### config.mk
export PLATFORM = sky130hd
export DESIGN_NAME = tracker_stepper_driver
export DESIGN_NICKNAME = d
export VERILOG_FILES = /design/src/rtl/tracker_pkg.sv /design/src/rtl/stepper_axis.sv /design/src/rtl/tracker_stepper_driver.sv
export SDC_FILE = /design/constraint.sdc
export NUM_CORES = 1
export LEC_CHECK = 0
export ABC_AREA = 1
export BUFFER_PORTS_ARGS = -buffer_cell sky130_fd_sc_hd__buf_2
export CORE_MARGIN = 4
export CORE_UTILIZATION = 60
export CTS_BUF_LIST = sky130_fd_sc_hd__clkbuf_16
export CTS_CLUSTER_DIAMETER = 100
export DETAILED_ROUTE_END_ITERATION = 10
export PLACE_DENSITY = 0.82
export SLEW_MARGIN = 20
export SYNTH_ARGS = -nofsm -noshare
export SYNTH_HDL_FRONTEND = slang
export SYNTH_SLANG_ARGS = --single-unit
### constraint.sdc
create_clock -name clk -period 6.5 [get_ports clk]
set_input_delay 1.3 -clock clk [delete_from_list [all_inputs] [get_ports clk]]
set_output_delay 1.3 -clock clk [all_outputs]
set_load 0.005 [all_outputs]
### src/rtl/tracker_pkg.sv
// Shared constants, state encoding and phase tables for the tracker stepper driver.
// Define TRACKER_HALF_STEP_EN to select the 8-entry half-step sequence.
package tracker_pkg;

    localparam logic [1:0] SPD_NONE = 2'b00;
    localparam logic [1:0] SPD_SLOW = 2'b01;
    localparam logic [1:0] SPD_FAST = 2'b10;
    localparam logic [1:0] SPD_ILL  = 2'b11;

    typedef enum logic [1:0] {
        ST_IDLE    = 2'd0,
        ST_RUN_POS = 2'd1,
        ST_RUN_NEG = 2'd2,
        ST_HOLD    = 2'd3
    } axis_state_e;

`ifdef TRACKER_HALF_STEP_EN
    localparam int IDX_W = 3;
    localparam logic [31:0] PHASE_TBL = {
        4'b1001, 4'b1000, 4'b1100, 4'b0100,
        4'b0110, 4'b0010, 4'b0011, 4'b0001
    };
`else
    localparam int IDX_W = 2;
    localparam logic [15:0] PHASE_TBL = {
        4'b1001, 4'b1100, 4'b0110, 4'b0011
    };
`endif

    function automatic logic [3:0] phase_pattern(input logic [IDX_W-1:0] idx);
        return PHASE_TBL[{idx, 2'b00} +: 4];
    endfunction

endpackage

### src/rtl/stepper_axis.sv
// One stepper axis: command decode, run/hold FSM, step divider,
// phase index, absolute position and soft-limit tracking.
module stepper_axis
    import tracker_pkg::*;
#(
    parameter int SLOW_DIV    = 50000,
    parameter int FAST_DIV    = 12500,
    parameter int DEAD_CYCLES = 25000,
    parameter int POS_W       = 16,
    parameter int MAX         = 180
) (
    input  logic             clk,
    input  logic             rst,
    input  logic             enable,
    input  logic             home_clr,
    input  logic [1:0]       cmd_pos,
    input  logic [1:0]       cmd_neg,
    output logic [3:0]       coil,
    output logic [POS_W-1:0] pos,
    output logic             busy,
    output logic             at_limit,
    output logic             fault
);

    localparam int DIV_TOP = (SLOW_DIV > FAST_DIV) ? SLOW_DIV : FAST_DIV;
    localparam int CNT_TOP = (DIV_TOP > DEAD_CYCLES) ? DIV_TOP : DEAD_CYCLES;
    localparam int CNT_W   = $clog2(CNT_TOP + 1);

    localparam logic [CNT_W-1:0] SLOW_M1 = CNT_W'(SLOW_DIV - 1);
    localparam logic [CNT_W-1:0] FAST_M1 = CNT_W'(FAST_DIV - 1);
    localparam logic [CNT_W-1:0] DEAD_M1 = CNT_W'(DEAD_CYCLES - 1);
    localparam logic [POS_W-1:0] MAX_P   = POS_W'(MAX);

    axis_state_e      state_q, state_d;
    logic [CNT_W-1:0] cnt_q, cnt_d;
    logic [IDX_W-1:0] idx_q, idx_d;
    logic [POS_W-1:0] pos_q, pos_d;
    logic             lim_q, lim_d;
    logic             fault_q, fault_d;
    logic [3:0]       coil_q, coil_d;

    logic             conflict;
    logic             bad_code;
    logic             want_pos;
    logic             want_neg;
    logic [1:0]       spd;
    logic [CNT_W-1:0] div_m1;
    logic             tick;
    logic             step_en;

    // Conflicting or illegal codes behave as "no command" but latch fault.
    always_comb begin
        conflict = (cmd_pos != SPD_NONE) && (cmd_neg != SPD_NONE);
        bad_code = conflict || (cmd_pos == SPD_ILL) || (cmd_neg == SPD_ILL);
        want_pos = !conflict && ((cmd_pos == SPD_SLOW) || (cmd_pos == SPD_FAST));
        want_neg = !conflict && ((cmd_neg == SPD_SLOW) || (cmd_neg == SPD_FAST));
        spd      = want_pos ? cmd_pos : cmd_neg;
        div_m1   = (spd == SPD_FAST) ? FAST_M1 : SLOW_M1;
        // ">=" lets a mid-run speed-up tick on the very next cycle.
        tick     = (cnt_q >= div_m1);
    end

    always_ff @(posedge clk or negedge rst) begin
        if (!rst) begin
            state_q <= ST_IDLE;
            cnt_q   <= '0;
            idx_q   <= '0;
            pos_q   <= '0;
            lim_q   <= 1'b0;
            fault_q <= 1'b0;
            coil_q  <= 4'b0000;
        end else begin
            state_q <= state_d;
            cnt_q   <= cnt_d;
            idx_q   <= idx_d;
            pos_q   <= pos_d;
            lim_q   <= lim_d;
            fault_q <= fault_d;
            coil_q  <= coil_d;
        end
    end

    always_comb begin
        state_d = state_q;
        cnt_d   = cnt_q;
        step_en = 1'b0;
        if (!enable) begin
            state_d = ST_IDLE;
            cnt_d   = '0;
        end else begin
            unique case (state_q)
                ST_IDLE: begin
                    cnt_d = '0;
                    if (want_pos) begin
                        state_d = ST_RUN_POS;
                    end else if (want_neg) begin
                        state_d = ST_RUN_NEG;
                    end
                end
                ST_RUN_POS: begin
                    if (want_pos) begin
                        step_en = tick;
                        cnt_d   = tick ? '0 : cnt_q + 1'b1;
                    end else begin
                        state_d = want_neg ? ST_HOLD : ST_IDLE;
                        cnt_d   = '0;
                    end
                end
                ST_RUN_NEG: begin
                    if (want_neg) begin
                        step_en = tick;
                        cnt_d   = tick ? '0 : cnt_q + 1'b1;
                    end else begin
                        state_d = want_pos ? ST_HOLD : ST_IDLE;
                        cnt_d   = '0;
                    end
                end
                ST_HOLD: begin
                    if (cnt_q == DEAD_M1) begin
                        cnt_d = '0;
                        if (want_pos) begin
                            state_d = ST_RUN_POS;
                        end else if (want_neg) begin
                            state_d = ST_RUN_NEG;
                        end else begin
                            state_d = ST_IDLE;
                        end
                    end else begin
                        cnt_d = cnt_q + 1'b1;
                    end
                end
                default: begin
                    state_d = ST_IDLE;
                    cnt_d   = '0;
                end
            endcase
        end
    end

    always_comb begin
        pos_d   = pos_q;
        idx_d   = idx_q;
        lim_d   = lim_q;
        fault_d = fault_q | bad_code;
        if (step_en) begin
            if (state_q == ST_RUN_POS) begin
                if (pos_q == MAX_P) begin
                    lim_d = 1'b1;
                end else begin
                    pos_d = pos_q + 1'b1;
                    idx_d = idx_q + 1'b1;
                    lim_d = 1'b0;
                end
            end else begin
                if (pos_q == '0) begin
                    lim_d = 1'b1;
                end else begin
                    pos_d = pos_q - 1'b1;
                    idx_d = idx_q - 1'b1;
                    lim_d = 1'b0;
                end
            end
        end
        if (home_clr) begin
            pos_d = '0;
        end
    end

    always_comb begin
        busy     = (state_q != ST_IDLE);
        coil_d   = enable ? phase_pattern(idx_d) : 4'b0000;
        coil     = coil_q;
        pos      = pos_q;
        at_limit = lim_q;
        fault    = fault_q;
    end

endmodule

### src/rtl/tracker_stepper_driver.sv
// Two-axis stepper driver (theta = elevation, phi = azimuth) behind the tracker.
// TRACKER_HALF_STEP_EN switches both axes to half-step sequencing.
module tracker_stepper_driver
    import tracker_pkg::*;
#(
    parameter int SLOW_DIV    = 50000,
    parameter int FAST_DIV    = 12500,
    parameter int DEAD_CYCLES = 25000,
    parameter int POS_W       = 16,
    parameter int THETA_MAX   = 180,
    parameter int PHI_MAX     = 360
) (
    input  logic             clk,
    input  logic             rst,
    input  logic             enable,
    input  logic             home,
    input  logic [1:0]       s_in_theta_pos,
    input  logic [1:0]       s_in_theta_neg,
    input  logic [1:0]       s_in_phi_pos,
    input  logic [1:0]       s_in_phi_neg,
    output logic [3:0]       coil_theta,
    output logic [3:0]       coil_phi,
    output logic [POS_W-1:0] theta_pos,
    output logic [POS_W-1:0] phi_pos,
    output logic [1:0]       busy,
    output logic [1:0]       at_limit,
    output logic             fault
);

    logic busy_t, busy_p;
    logic lim_t, lim_p;
    logic fault_t, fault_p;
    logic home_clr;

    // Homing only makes sense with both motors parked.
    assign home_clr = home && !busy_t && !busy_p;

    stepper_axis #(
        .SLOW_DIV    (SLOW_DIV),
        .FAST_DIV    (FAST_DIV),
        .DEAD_CYCLES (DEAD_CYCLES),
        .POS_W       (POS_W),
        .MAX         (THETA_MAX)
    ) u_theta (
        .clk      (clk),
        .rst      (rst),
        .enable   (enable),
        .home_clr (home_clr),
        .cmd_pos  (s_in_theta_pos),
        .cmd_neg  (s_in_theta_neg),
        .coil     (coil_theta),
        .pos      (theta_pos),
        .busy     (busy_t),
        .at_limit (lim_t),
        .fault    (fault_t)
    );

    stepper_axis #(
        .SLOW_DIV    (SLOW_DIV),
        .FAST_DIV    (FAST_DIV),
        .DEAD_CYCLES (DEAD_CYCLES),
        .POS_W       (POS_W),
        .MAX         (PHI_MAX)
    ) u_phi (
        .clk      (clk),
        .rst      (rst),
        .enable   (enable),
        .home_clr (home_clr),
        .cmd_pos  (s_in_phi_pos),
        .cmd_neg  (s_in_phi_neg),
        .coil     (coil_phi),
        .pos      (phi_pos),
        .busy     (busy_p),
        .at_limit (lim_p),
        .fault    (fault_p)
    );

    assign busy     = {busy_p, busy_t};
    assign at_limit = {lim_p, lim_t};
    assign fault    = fault_t | fault_p;

endmodule

==> results of run 1 <==
[metrics by stage]
step           total power [mW]  instance area (µm²)  instances  hold WS (ps)  util (%)
3_5_place_dp               1.10                 6940       1040           453      66.0
4_1_cts                    1.59                 7210       1054           461      68.6
2_1_floorplan             0.997                 6590        860           425         -
5_1_grt                    1.70                 7210       1054           478      68.6
6_report                   1.58                 7210       1054           459      68.6
3_3_place_gp               1.09                 6940       1040           448      66.0
[sequential cells by signal (all words and copies together), names as in the netlist]
name	cells
u_theta.cnt_q	16
u_theta.pos	16
u_phi.fault	1
u_theta.idx_q	2
u_theta.fault	1
u_theta.state_q	2
u_theta.at_limit	1
u_phi.cnt_q	16
u_phi.at_limit	1
u_theta.coil	4
u_phi.idx_q	2
u_phi.coil	4
u_phi.pos	16
u_phi.state_q	2
[synth_stat cells, drive strengths merged, types with 2 or more instances]
cell type / number / share of area (%)
xnor2: 19 / 2.5
inv: 128 / 7.3
nand3: 59 / 5.7
o22ai: 13 / 2.2
a21o: 2 / 0.23
or2: 2 / 0.19
nand2: 183 / 12
a21oi: 48 / 3.8
xor2: 21 / 2.8
nand4: 10 / 0.95
nand3b: 6 / 0.68
a21boi: 4 / 0.46
nor2: 115 / 8.3
o31ai: 3 / 0.34
ha: 56 / 11
fa: 2 / 0.61
buf: 12 / 1.5
o21ai: 61 / 4.8
a31oi: 4 / 0.38
o32ai: 2 / 0.27
nor3: 17 / 1.5
dfrtp: 84 / 32
[power by group through the flow]
stage / sequential [mW] / combinational (mW) / clock [mW]
6_report: 0.544 / 0.555 / 0.486
5_1_grt: 0.545 / 0.631 / 0.525
4_1_cts: 0.544 / 0.551 / 0.496
3_5_place_dp: 0.553 / 0.546 / 0
3_3_place_gp: 0.553 / 0.536 / 0
2_1_floorplan: 0.551 / 0.446 / 0
[cell families (layout without fill, tap and decap cells)]
logic type | count (synthesis) | in the layout
buffers and inverters | 141 | 199
XOR/XNOR | 40 | 40
AO/OA/AOI/OAI | 143 | 143
AND/OR/NAND/NOR | 394 | 394
flip-flops | 84 | 84
adder cells (fa/ha/maj) | 58 | 58
[critical path, delay by kind of cell]
family                   cells  cell delay [ps]
AO/OA/AOI/OAI                2              240
adder cells (fa/ha/maj)      2              630
buffers and inverters        5              360
AND/OR/NAND/NOR              9             1620
[metal layers]
| layer | GRT usage, % | wire (µm) | vias to the layer above |
|---|---|---|---|
| met2 | 36.8 | 6480 | 113 |
| met4 | 6.49 | 146 | 0 |
| met3 | 3.90 | 622 | 13 |
| met1 | 30.6 | 6590 | 2606 |
| met5 | 0 | 0 | - |
| li1 | - | - | 2916 |
[worst min-delay path by stage]
| stage | from | depth (start not counted) | slack, ps | end |
|---|---|---|---|---|
| after global placement | u_phi.cnt_q[0] | 1 | 450 | u_phi.cnt_q[0] |
| after detailed placement | u_phi.cnt_q[0] | 1 | 450 | u_phi.cnt_q[0] |
| final | u_phi.cnt_q[0] | 1 | 460 | u_phi.cnt_q[0] |
| after CTS | u_phi.cnt_q[0] | 1 | 460 | u_phi.cnt_q[0] |
| after floorplan | u_phi.cnt_q[0] | 1 | 430 | u_phi.cnt_q[0] |
| after global routing | u_phi.cnt_q[0] | 1 | 480 | u_phi.cnt_q[0] |
[cell type report]
type | count | share of cell area, %
Inverter | 128 | 6.70
Tap cell | 136 | 2.36
Sequential cell | 84 | 29.1
Clock inverter | 5 | 0.659
Multi-Input combinational cell | 635 | 54.0
Timing Repair Buffer | 57 | 4.02
Clock buffer | 9 | 3.12
==> impl_metrics.py, run 1 <==
metrics = {
    "setup_path": {
        "start_kind": "primary input",
        "worstReg2RegStart": "u_theta.state_q[1]",
        "end_kind": "flop",
        "r2r-end": "u_theta.pos[15]",
        "rrSetupSlack_ps": 3380,
        "slowest_stage": "nand3_2",
        "critPathMaxFanout": 16,
        "crit_path_start": "s_in_phi_pos[0]",
        "path_cells": "buf_2 > inv_1 > ha_1 > inv_1 > nor2_4 > nand2_2 > nand2_4 > inv_1 > ha_1 > nand2_1 > inv_1 > o21ai_1 > nand2_1 > nor2_2 > nand2_4 > o21ai_2 > nand3_2 > nor3_1",
        "worst_ep_required_time_ps": 6720,
        "r2r.worst_path.cells": 12,
        "path_common_cell": "inv_1",
        "crit_arrival_ps": 4160,
        "path_class": "in -> reg",
        "endpoint": "u_phi.cnt_q[7]",
        "cp_slowest_stage_delay_ps": 530,
    },
    "global_route": {
        "overflow": 0,
        "grt_antenna_before_repair": 0,
        "grt_pass1_vias": 5268,
        "grt_max_degree": 68,
        "grt_pass1_wl_mm": 23.8,
        "gr-usage-all-layers_pct": 22.4,
    },
    "route": {
        "first_pass_iters": 5,
        "vias_per_cell": 5.36,
        "wl_per_cell_um": 13.1,
        "vias": 5648,
        "routed_wl_mm": 13.8,
        "drt-initial-drc-count": 255,
        "ant_nets": 0,
        "drc_errors": 0,
    },
    "final_layout": {
        "ff_latch_area_um2": 2100,
        "multi_input_area_um2": 3890,
        "fillers": 864,
        "mostFrequentLayoutCells": "165 x nand2_1, 118 x inv_1, 98 x nor2_1, 84 x dfrtp_1, 56 x ha_1",
        "antenna_cells": 0,
        "drive_above_1_share_pct": 16.6,
        "nNetsFinal": 985,
        "layout_commonest_cell": "nand2_1",
        "syn_to_final_growth_pct": 9.54,
    },
    "die": {
        "die_area_um2": 12700,
        "start_util_pct": 62.7,
        "core.rowCount": 37,
        "die_x_um": 113,
        "die_height_um": 113,
        "core_um2": 10500,
        "boundaryPins": 57,
    },
    "job": {
        "drv_cap": 0,
    },
    "yosys": {
        "synth_top_family_by_area": "simple AND/OR/NAND/NOR gates",
        "yosys_warnings": 0,
        "yosys-mux-area-fraction_pct": 0,
        "ys_types": 46,
        "synthAdderAreaFrac_pct": 11.2,
        "synth_area_um2": 6590,
        "syn_inst": 860,
        "synth_compound_area_share_pct": 13.2,
        "synth_xor_area_share_pct": 5.32,
        "synth_edf_count": 0,
        "ys_seq_area_share_pct": 31.9,
        "syn-num-nets": 930,
        "synth_ff_type": "dfrtp_1",
        "synthArstFlopShare_pct": 100,
        "yosys.area_share.simple_pct": 29.4,
        "syn_area_per_cell_um2": 7.66,
        "synth_seq_cells": 84,
    },
    "run_status": {
        "run_status": "complete, no violations",
    },
    "pwr": {
        "ir_drop_uv": 145,
        "pwr-share-clk_pct": 30.7,
        "power_frac_seq_pct": 34.3,
        "p_leak_nw": 3.74,
        "p_int_mw": 1.01,
        "p_sw_share_pct": 36.5,
        "power_density_nw_per_um2": 220,
        "p_comb_share_pct": 35.0,
        "switchingPower_uw": 579,
    },
    "cts": {
        "post_cts_buffers": 0,
        "insertion_delay_ps": 340,
        "cts-htree-levels": 3,
        "cts_tree": "yes",
        "cts_sinks": 84,
        "clockBufferDepth": 2,
        "post_cts_resize_count": 0,
        "clk_pin_slew_ps": 60,
        "cts_buffers": 9,
        "root_buffer": "clkbuf_16",
        "hold_buffers": 0,
    },
    "sta": {
        "setup_ws_ps": 2570,
        "hold_viol": 0,
        "max-slew-margin-rel_pct": 45.3,
        "final.min_clock_period_ps": 3930,
        "fin_crit_sh_pct": 60.5,
        "worst_pin_slew_ps": 820,
        "maxClockFrequency_mhz": 254,
        "drv_slew": 0,
        "rsz0062_at_grt": "false",
        "finClkSkew_ps": 6.80,
        "setup_tns_ps": 0,
        "setup_viol": 0,
    },
    "placed_design": {
        "pre_cts_slack_ps": 2280,
        "place.gp.congestion": 0.903,
        "port_buffers": 56,
        "post-dp-hpwl_mm": 10.4,
    },
    "min_path": {
        "hp-class": "reg -> reg",
    },
}
Note: power is estimated with default switching activity, not from simulation.
==> inputs of run 2 (changes only) <==
clock period = 4.1 ns   (was 6.5 ns; I/O delays follow)
==> run 2 against run 1 <==
The flow now finishes with violations (design-rule violations). Combinational power increased by 59%. Die area unchanged. Sequential share of layout area shrank 0.16 points. Utilization rose by 0.38 points. Via count rose by 1.7%. Sequential power up 58%. Clock skew grew 2.8 ps. Clock power grew 75%. Cell count rose by 0.19%. Global-route usage increased by 0.81 points. Largest cell class unchanged. Largest power group unchanged.
==> impl_metrics.py, run 2 (synthesis gave the netlist of run 1 again) <==
metrics = {
    "route": {
        "routed_wl_mm": 14.4,
        "wl_per_cell_um": 13.6,
        "drt-initial-drc-count": 457,
        "drc_errors": 1,
        "vias_per_cell": 5.44,
        "first_pass_iters": 10,
        "vias": 5744,
        "ant_nets": 0,
    },
    "sta": {
        "setup_viol": 0,
        "finClkSkew_ps": 9.60,
        "fin_crit_sh_pct": 80.7,
        "max-slew-margin-rel_pct": 50.5,
        "hold_viol": 0,
        "worst_pin_slew_ps": 733,
        "rsz0062_at_grt": "false",
        "maxClockFrequency_mhz": 302,
        "drv_slew": 0,
        "setup_tns_ps": 0,
        "setup_ws_ps": 792,
        "final.min_clock_period_ps": 3310,
    },
    "die": {
        "boundaryPins": 57,
        "die_x_um": 113,
        "core_um2": 10500,
        "start_util_pct": 62.7,
        "die_height_um": 113,
        "die_area_um2": 12700,
        "core.rowCount": 37,
    },
    "placed_design": {
        "placed_cell_area_um2": 6940,
        "post-dp-hpwl_mm": 10.6,
        "port_buffers": 56,
        "place.gp.congestion": 0.876,
        "pre_cts_slack_ps": 578,
    },
    "final_layout": {
        "nNetsFinal": 985,
        "drive_above_1_share_pct": 16.6,
        "ff_latch_area_um2": 2100,
        "syn_to_final_growth_pct": 10.1,
        "stdcell_area_um2": 7250,
        "mostFrequentLayoutCells": "165 x nand2_1, 118 x inv_1, 98 x nor2_1, 84 x dfrtp_1, 56 x ha_1",
        "antenna_cells": 0,
        "multi_input_area_um2": 3890,
        "post-route-util_pct": 69.0,
        "layout_commonest_cell": "nand2_1",
        "fillers": 862,
    },
    "min_path": {
        "hold_depth": 1,
        "hold_path.startpoint": "u_theta.cnt_q[0]",
        "min_to": "u_theta.cnt_q[0]",
        "hp-class": "reg -> reg",
    },
    "cts": {
        "post_cts_resize_count": 0,
        "cts_tree": "yes",
        "cts_buffers": 9,
        "insertion_delay_ps": 340,
        "root_buffer": "clkbuf_16",
        "cts_sinks": 84,
        "cts-htree-levels": 3,
        "post_cts_buffers": 0,
        "hold_buffers": 0,
        "clockBufferDepth": 2,
        "clk_pin_slew_ps": 60,
    },
    "run_status": {
        "violations": "design-rule violations",
        "run_status": "complete, but fails checks",
    },
    "pwr": {
        "switchingPower_uw": 934,
        "power_density_nw_per_um2": 358,
        "p_leak_nw": 3.75,
        "p_comb_share_pct": 34.1,
        "power_frac_seq_pct": 33.2,
        "ir_drop_uv": 174,
        "p_int_mw": 1.66,
        "p_sw_share_pct": 36.0,
        "pwr-share-clk_pct": 32.7,
    },
    "setup_path": {
        "worstReg2RegStart": "u_theta.state_q[1]",
        "path_cells": "inv_1 > ha_1 > inv_1 > ha_1 > nand2_1 > o21ai_1 > a21boi_0 > o21ai_1 > nand3_1 > nand2_1 > xor2_1 > a21oi_1",
        "slowest_stage": "ha_1",
        "path_class": "reg -> reg",
        "end_kind": "flop",
        "start_kind": "flop",
        "rrSetupSlack_ps": 790,
        "r2r-end": "u_theta.pos[15]",
        "r2r.worst_path.cells": 12,
        "crit_arrival_ps": 3520,
        "cp_slowest_stage_delay_ps": 480,
        "critPathMaxFanout": 18,
        "worst_ep_required_time_ps": 4310,
    },
    "job": {
        "drv_cap": 0,
    },
    "global_route": {
        "overflow": 0,
        "grt_max_degree": 85,
        "grt_pass1_wl_mm": 24.9,
        "grt_antenna_before_repair": 0,
        "gr-usage-all-layers_pct": 23.2,
        "grt_pass1_vias": 5436,
    },
}
[run 2: changes by cell type in the layout (fill, tap and decap cells not counted), sizes merged]
cell	delta
clkinvlp	+1
bufinv	+1
[run 2: how the worst max path moves through the flow]
| stage | from | end | slack [ps] | depth (start not counted) |
|---|---|---|---|---|
| floorplan | s_in_phi_pos[1] | u_phi.pos[7] | 1130 | 20 |
| global placement | s_in_phi_pos[0] | u_phi.cnt_q[15] | 710 | 19 |
| detailed placement | s_in_theta_pos[0] | u_theta.pos[1] | 580 | 18 |
| CTS | u_theta.state_q[1] | u_theta.pos[15] | 830 | 12 |
| global route | u_theta.state_q[1] | u_theta.pos[15] | 540 | 12 |
| finish | u_theta.state_q[1] | u_theta.pos[15] | 790 | 12 |
[run 2: critical path, delay by kind of cell, from the launching register on]
family | cells | cell delay (ps)
XOR/XNOR | 1 | 150
AND/OR/NAND/NOR | 3 | 280
flip-flops | 1 | 430
buffers and inverters | 2 | 530
adder cells (fa/ha/maj) | 2 | 860
AO/OA/AOI/OAI | 4 | 940
[run 2: final cells by class]
cell class,instances,area share (%)
well taps,136,2.35
clock inverters,7,1.16
clock buffers,9,3.11
multi-input cells,635,53.7
repair buffers,57,4.05
flip-flops and latches,84,29.0
inverters,128,6.66
[run 2: power groups by stage]
stage | registers, mW | logic (mW) | clock network, mW
4_1_cts | 0.862 | 0.880 | 0.865
3_5_place_dp | 0.877 | 0.870 | 0
6_report | 0.862 | 0.885 | 0.849
3_3_place_gp | 0.876 | 0.851 | 0
5_1_grt | 0.865 | 0.999 | 0.902
2_1_floorplan | 0.873 | 0.707 | 0
[run 2: metal layers]
metal	up-vias	part of all wire, %	GRT usage (%)
li1	2924	-	-
met1	2670	47	31.1
met2	134	48	38.8
met3	16	4.3	4.12
met4	0	1.2	6.57
met5	-	0	0
[run 2: through the flow]
stage / total power, mW / hold slack (ps) / instances
3_3_place_gp: 1.73 / 441 / 1040
3_5_place_dp: 1.75 / 451 / 1040
6_report: 2.60 / 462 / 1056
2_1_floorplan: 1.58 / 425 / 860
5_1_grt: 2.77 / 488 / 1056
4_1_cts: 2.61 / 460 / 1056
